File: src/rtl/pipe_hazard_ctrl.sv
// Pipeline hazard controller for the 5-stage core.
// Drives STALL/CLEAR of IF/ID, ID/EX, EX/MEM and MEM/WB plus PC hold.
// Resolves load-use, mul/div wait, data-memory wait, taken-branch and trap hazards.
// Keeps saturating counters of stall cycles and flush events.
//
// state    | meaning
// ---------+---------------------------------------------------------------
// S_RUN    | normal issue; only single-cycle hazards are resolved
// S_MD_WAIT| mul/div op in flight; front end held until md_done
// S_FLUSH  | post-trap redirect; IF/ID kept cleared for FLUSH_CYCLES cycles
module pipe_hazard_ctrl #(
    parameter int CNT_W        = 32,
    parameter int FLUSH_CYCLES = 2
) (
    input  logic             CLK,
    input  logic             RST,
    input  logic [4:0]       id_rs1,
    input  logic [4:0]       id_rs2,
    input  logic             id_rs1_used,
    input  logic             id_rs2_used,
    input  logic [4:0]       ex_rd,
    input  logic             ex_is_load,
    input  logic             ex_md_start,
    input  logic             md_done,
    input  logic             ex_br_taken,
    input  logic             mem_req,
    input  logic             mem_ready,
    input  logic             trap,
    output logic             pc_stall,
    output logic             ifid_stall,
    output logic             ifid_clr,
    output logic             idex_stall,
    output logic             idex_clr,
    output logic             exmem_stall,
    output logic             exmem_clr,
    output logic             memwb_stall,
    output logic             memwb_clr,
    output logic             md_busy,
    output logic [CNT_W-1:0] stall_cnt,
    output logic [CNT_W-1:0] flush_cnt
);

    typedef enum logic [1:0] {
        S_RUN     = 2'd0,
        S_MD_WAIT = 2'd1,
        S_FLUSH   = 2'd2
    } state_t;

    localparam int FW = (FLUSH_CYCLES > 1) ? $clog2(FLUSH_CYCLES) : 1;
    localparam logic [FW-1:0] FLOAD = FW'(FLUSH_CYCLES - 1);

    state_t        state, state_nxt;
    logic [FW-1:0] fcnt, fcnt_nxt;

    logic mem_wait;
    logic load_use;
    logic md_hold;
    logic br_act;

    assign mem_wait = mem_req & ~mem_ready;
    assign load_use = ex_is_load && (ex_rd != 5'd0) &&
                      ((id_rs1_used && (id_rs1 == ex_rd)) ||
                       (id_rs2_used && (id_rs2 == ex_rd)));
    assign md_hold  = (state == S_MD_WAIT) & ~md_done;
    // A branch only redirects once nothing above it in priority holds the pipe.
    assign br_act   = ex_br_taken & ~trap & ~mem_wait & ~md_hold;
    assign md_busy  = (state == S_MD_WAIT);

    // State and flush down-counter register.
    always_ff @(posedge CLK or posedge RST) begin
        if (RST) begin
            state <= S_RUN;
            fcnt  <= '0;
        end else begin
            state <= state_nxt;
            fcnt  <= fcnt_nxt;
        end
    end

    // Next-state logic; trap wins from every state and reloads the flush timer.
    always_comb begin
        state_nxt = state;
        fcnt_nxt  = fcnt;
        if (trap) begin
            state_nxt = S_FLUSH;
            fcnt_nxt  = FLOAD;
        end else begin
            case (state)
                S_RUN: begin
                    if (ex_md_start && !mem_wait) state_nxt = S_MD_WAIT;
                end
                S_MD_WAIT: begin
                    if (md_done) state_nxt = S_RUN;
                end
                S_FLUSH: begin
                    if (fcnt == '0) state_nxt = S_RUN;
                    else            fcnt_nxt  = fcnt - FW'(1);
                end
                default: state_nxt = S_RUN;
            endcase
        end
    end

    // Stage control outputs, prioritised hazard resolution; all quiet during reset.
    always_comb begin
        pc_stall    = 1'b0;
        ifid_stall  = 1'b0;
        ifid_clr    = 1'b0;
        idex_stall  = 1'b0;
        idex_clr    = 1'b0;
        exmem_stall = 1'b0;
        exmem_clr   = 1'b0;
        memwb_stall = 1'b0;
        memwb_clr   = 1'b0;
        if (!RST) begin
            if (trap) begin
                ifid_clr  = 1'b1;
                idex_clr  = 1'b1;
                exmem_clr = 1'b1;
            end else begin
                if (mem_wait) begin
                    pc_stall    = 1'b1;
                    ifid_stall  = 1'b1;
                    idex_stall  = 1'b1;
                    exmem_stall = 1'b1;
                    memwb_clr   = 1'b1;
                end else if (md_hold) begin
                    pc_stall   = 1'b1;
                    ifid_stall = 1'b1;
                    idex_stall = 1'b1;
                    exmem_clr  = 1'b1;
                end else if (ex_br_taken) begin
                    ifid_clr = 1'b1;
                    idex_clr = 1'b1;
                end else if (load_use) begin
                    pc_stall   = 1'b1;
                    ifid_stall = 1'b1;
                    idex_clr   = 1'b1;
                end
                // Wrong-path fetches are dropped after a trap; clear beats stall.
                if (state == S_FLUSH) begin
                    ifid_clr   = 1'b1;
                    ifid_stall = 1'b0;
                end
            end
        end
    end

    // Saturating performance counters.
    always_ff @(posedge CLK or posedge RST) begin
        if (RST) begin
            stall_cnt <= '0;
            flush_cnt <= '0;
        end else begin
            if (pc_stall && (stall_cnt != '1))
                stall_cnt <= stall_cnt + CNT_W'(1);
            if ((trap || br_act) && (flush_cnt != '1))
                flush_cnt <= flush_cnt + CNT_W'(1);
        end
    end

endmodule

File: config.mk
export PLATFORM = sky130hd
export DESIGN_NAME = pipe_hazard_ctrl
export DESIGN_NICKNAME = d
export VERILOG_FILES = /design/src/rtl/pipe_hazard_ctrl.sv
export SDC_FILE = /design/constraint.sdc
export NUM_CORES = 1
export LEC_CHECK = 0
export CAP_MARGIN = 25
export CELL_PAD_IN_SITES_DETAIL_PLACEMENT = 0
export CELL_PAD_IN_SITES_GLOBAL_PLACEMENT = 2
export CORE_MARGIN = 2
export CORE_UTILIZATION = 29
export DETAILED_ROUTE_END_ITERATION = 8
export GPL_ROUTABILITY_DRIVEN = 0
export HOLD_SLACK_MARGIN = 0.02
export PLACE_DENSITY_LB_ADDON = 0.1
export SKIP_LAST_GASP = 1
export SYNTH_ARGS = -nofsm -noshare
export SYNTH_HDL_FRONTEND = slang
export SYNTH_SLANG_ARGS = --single-unit
File: constraint.sdc
create_clock -name CLK -period 3.03 [get_ports CLK]
set_input_delay 0.303 -clock CLK [delete_from_list [all_inputs] [get_ports CLK]]
set_output_delay 0.303 -clock CLK [all_outputs]
set_load 0.05 [all_outputs]
# --- Word-level counts from Yosys, hierarchy flattened ---
# Index checks and enable logic that the tools add are counted.
# W data, S select, Z words.
word_totals:
  mem_bits_rw: 0
  register_bits: 67
  word_cells: 78
  latch_bits: 0
  input_bits: 26
  mem_bits_ro: 0
  memories: 0
  output_inout_bits: 74
op_classes:
  eq_ne: 9
  n_div: 0
  order_cmp: 0
  n_addsub: 3
  n_mux: 38
  bitwise: 10
  shift: 0
  n_mul: 0
  reduce_logical: 14
op_table:
  columns: ["operator", "count"]
  rows:
  - ["$add A32 B1 Y32 const B", 2]
  - ["$ne A32 B32 Y1 const B", 2]
  - ["$mux W1", 33]
  - ["$eq A5 B5 Y1", 2]
  - ["$ne A3 B3 Y1 const B", 3]
  - ["$mux W2", 4]
  - ["$logic_and A1 B1 Y1", 7]
  - ["$pmux W2 S3", 1]
  - ["$and A1 B1 Y1", 5]
  - ["$not A1 Y1", 5]
  - ["$reduce_bool A5 Y1", 1]
  - ["$reduce_and A3 Y1", 1]
  - ["$eq A2 B1 Y1 const B", 1]
  - ["$eq A2 B2 Y1 const B", 1]
  - ["$logic_not A2 Y1", 1]
  - ["$logic_or A1 B1 Y1", 2]
  - ["$reduce_bool A2 Y1", 1]
  - ["$logic_not A1 Y1", 1]
  - ["$sub A1 B1 Y1 const B", 1]

# --- Logic depth before layout (Yosys ltp) ---
logic_depth:
  ltp_word: 11
  depth_mapped: 9
  mapped_depth_nobuf: 7

# --- Worst setup path after synthesis ---
# No wires, ideal clock.
synth_timing:
  path_type: "register to register"
  startpoint: "register stall_cnt[0]"
  endpoint: "register stall_cnt[1]"
  setup_time_ns: 0.128
  arrival_time_ns: 2.625
  required_time_ns: 2.902
  stages_incl_launch_ff: 9
  path_buffers: 2
  period_less_slack_ns: 2.752
  setup_slack_ns: 0.278
  path_cell_list: "dfrtp_1 > ha_1 > nand2_1 > or2_2 > buf_1 > or4_1 > nand3_2 > buf_6 > mux2_1"
synth_between:
  elab_chain_len: 2
  word_cells_on_any_way: 3
  cone_classes: "1 x add/sub; 1 x eq/ne; 1 x reduce/logical"
synth_rtl:
  columns: ["item", "line", "source"]
  rows:
  - ["start: declaration", "39", "output logic [CNT_W-1:0] stall_cnt,"]
  - ["start signal: assignment", "156", "stall_cnt <= stall_cnt + CNT_W'(1);"]
  - ["branches (longest 2 deep; another with $add A32 B1 Y32)", null, null]
# Parallel ways; which one is timed is not known.
# A chain may end at the register's enable or synchronous reset.

# --- Final worst setup path ---
layout_timing:
  startpoint: "register state[1]"
  endpoint: "output port ifid_clr"
layout_between:
  elab_chain_len: 7
  word_cells_on_any_way: 8
  cone_classes: "2 x eq/ne; 5 x mux; 1 x bitwise"
layout_rtl:
  columns: ["item", "line", "source"]
  rows:
  - ["start: declaration", "52", "state_t state, state_nxt;"]
  - ["start signal: assignment", "75", "state <= state_nxt;"]
  - ["$eq A2 B1 Y1", "64", "assign md_hold = (state == S_MD_WAIT) & ~md_done;"]
  - ["$and A1 B1 Y1", "64", null]
  - ["$mux W1", "127", "end else if (md_hold) begin"]
  - ["$mux W1", "121", "if (mem_wait) begin"]
  - ["$mux W1 (*)", "141", "if (state == S_FLUSH) begin"]
  - ["$mux W1 (*)", "116", "if (trap) begin"]
  - ["$mux W1 (*)", "115", "if (!RST) begin"]
  - ["end: declaration", "31", "output logic ifid_clr,"]
# Mark *: on every way between the ends. The rest lies on a longest branch, timed or not.

==> metrics.yaml <==
route:
  drtAntennaViolNets: 0
  drt-pass1-iter-count: 4
  wl_per_cell_um: 14.36
  via_count: 2763
  routed_wl_mm: 8.441
  drc: 0
  via_per_inst: 4.699
  drtIter0Drc: 104
sta:
  finClkSkew_ns: 0.006560
  setup_viol: 0
  finalCritPeriodShare_pct: 92.41
  worstMarginPinSlew_ns: 0.5460
  fmax_ghz: 0.3571
  slew_viol_final: 0
  fin_crit_ns: 2.800
  hold_ws_ns: 0.4788
  tns_ns: 0
  hold_viol_final: 0
  rsz0062_at_grt: "no"
  maxSlewHeadroom_pct: 63.48
place:
  numPlacedInstances: 574
  dp_hpwl_mm: 6.323
  port_buffers: 98
floorplan:
  core_area_um2: 11420
  num_rows: 39
  start_util_pct: 29.61
  io_pins: 100
  die_h_um: 112.0
  die_area_um2: 12540
  die_x_um: 112.0
logic_synthesis:
  synth_xor_area_share_pct: 18.65
  syn_area_um2: 3381
  synth_edf_count: 0
  synth-compound-area-share_pct: 3.331
  synthAdderAreaFrac_pct: 0.7402
  synthMuxAreaShare_pct: 0.6662
  async_reset_ff_share_pct: 100.0
  synth_cells: 332
  yosys_warnings: 0
  ys_seq_area_share_pct: 49.59
  synth_area_per_cell_um2: 10.18
  synth-seq-cells: 67
  yosys.area_share.simple_pct: 23.58
  synth_fp_nets: 360
  synth_top_family_by_area: "simple AND/OR/NAND/NOR gates"
  synthFlopType: "dfrtp_1"
  synth_cell_types: 45
hold_path:
  hold_class: "register to register"
  hp-start: "fcnt$_DFFE_PP0P_"
critical_path:
  r2r_start: "stall_cnt[0]$_DFFE_PP0P_"
  cp-end-kind: "output port"
  max_stage_delay_ns: 0.74
  cp-start-kind: "register"
  cp_slowest_cell: "clkdlybuf4s50_1"
  cp.arrival_ns: 2.50
  worst-path-max-fanout: 5
  path_cells: "or3b_1 > a31oi_1 > a21oi_1 > clkdlybuf4s50_1"
  startpoint: "state[1]$_DFFE_PP0P_"
  crit_type: "register to output port"
  required_ns: 2.73
layout:
  utilization_pct: 42.64
  syn_to_final_growth_pct: 44.00
  diodes: 0
  final_common_cell: "clkdlybuf4s50_1"
  layout_common_cells: "clkdlybuf4s50_1 (96), dfrtp_1 (67), xor2_1 (39)"
  instances_no_fill: 588
  drive_gt1_share_pct: 7.640
  nets: 470
global_routing:
  grt_pass1_vias: 2759
  grt_overflow: 0
  track_usage_pct: 13.86
  grt_pass1_wl_mm: 13.86
  antenna_found_initial: 0
  grt_max_degree: 29
cts:
  htreeDepth: 3
  clock_latency_ns: 0.33
  cts_buffers: 9
  cts_root_buf: "clkbuf_16"
  post_cts_buffers: 0
  path_clk_slew_ns: 0.06
  cts_sinks: 67
  clockBufferDepth: 2
  cts_hold_buf: 0
  cts_resized: 0
  cts_tree: "built"
pwr:
  cellLeakagePower_nw: 2.113
  ir_drop_mv: 0.3625
  powerDensity_nw_per_um2: 536.8
job:
  max-cap-violations: 0
status:
  status: "finished clean"
==> through the flow <==
stage	instance area [um^2]	total power, W	setup slack [ns]
3_5_place_dp	4581	0.001627	0.1460
2_1_floorplan	3381	0.001402	0.2779
5_1_grt	4868	0.002729	0.07622
6_report	4868	0.002613	0.2298
4_1_cts	4868	0.002643	0.2255
3_3_place_gp	4581	0.001621	0.1881
==> sequential cells by signal (all words and copies together) (netlist names) <==
signal and cells:
stall_cnt 32, fcnt 1, state 2, flush_cnt 32
==> area by class of cell <==
| class | instances | area (um^2) |
|---|---|---|
| well taps | 143 | 178.9 |
| multi-input cells | 243 | 1592 |
| clock inverters | 1 | 7.507 |
| repair buffers | 107 | 1081 |
| fillers | 1182 | 6550 |
| flip-flops and latches | 67 | 1677 |
| inverters | 14 | 52.55 |
| clock buffers | 13 | 280.3 |
==> final timing paths <==
| path | endpoint | slack (ns) | depth (start not counted) |
|---|---|---|---|
| min reg2reg | fcnt$_DFFE_PP0P_ | 0.48 | 1 |
| min in group asynchronous | state[0]$_DFFE_PP0P_ | 0.51 | 2 |
| min | fcnt$_DFFE_PP0P_ | 0.48 | 1 |
| max | ifid_clr | 0.23 | 4 |
| max reg2reg | stall_cnt[18]$_DFFE_PP0P_ | 0.37 | 8 |
| max in group asynchronous | flush_cnt[9]$_DFFE_PP0P_ | 1.73 | 3 |
==> power breakdown <==
group / total [W] / internal (W) / leakage, nW / switching (W)
clock network: 0.00101 / 0.000634 / 0.140 / 0.000371
registers: 0.00104 / 0.000958 / 0.882 / 0.0000846
logic: 0.000566 / 0.000212 / 1.09 / 0.000354
==> worst max-delay path, delay by kind of cell, from the launching register on <==
kind                   cells  cell delay, ns
AO/OA/AOI/OAI              2            0.58
flip-flops                 1            0.41
AND/OR/NAND/NOR            1            0.43
buffers and inverters      1            0.74
==> cells in the mapped netlist (2+ instances only) <==
master	count	area share [%]
nor4_1	2	0.37
nand3_1	20	3.0
nor3_1	29	4.3
or4_1	2	0.44
or2_2	2	0.37
buf_4	2	0.44
a21oi_1	5	0.74
inv_1	14	1.6
nor4_2	3	1.1
nand2_1	28	3.1
nor2b_1	3	0.56
clkbuf_1	2	0.22
a31oi_1	2	0.37
xnor2_1	33	8.5
dfrtp_1	67	50
and4_1	4	1.0
buf_6	3	1.0
nand2b_1	6	1.1
xor2_1	39	10
nand4_1	19	3.5
and3_1	2	0.37
ha_1	2	0.74
nor2_1	21	2.3
==> per-layer routing <==
metal  part of all wire [%]  vias up  track usage, %
li1                       -     1361               -
met2                     44       83           20.24
met4                    1.5        0           4.797
met3                    6.8        8           5.008
met5                      0        -               0
met1                     47     1311           19.07
==> logic make-up (layout without fill, tap and decap cells) <==
group,count (synthesis),after routing
DFF,67,67
adders and majority gates,2,2
xor gates and xnor gates,72,72
AOI/OAI and AO/OA,17,17
muxes,2,2
buffers and inverters,22,135
and+or+nand+nor,149,149
other,1,1
Power figures use the tool's default switching activity.
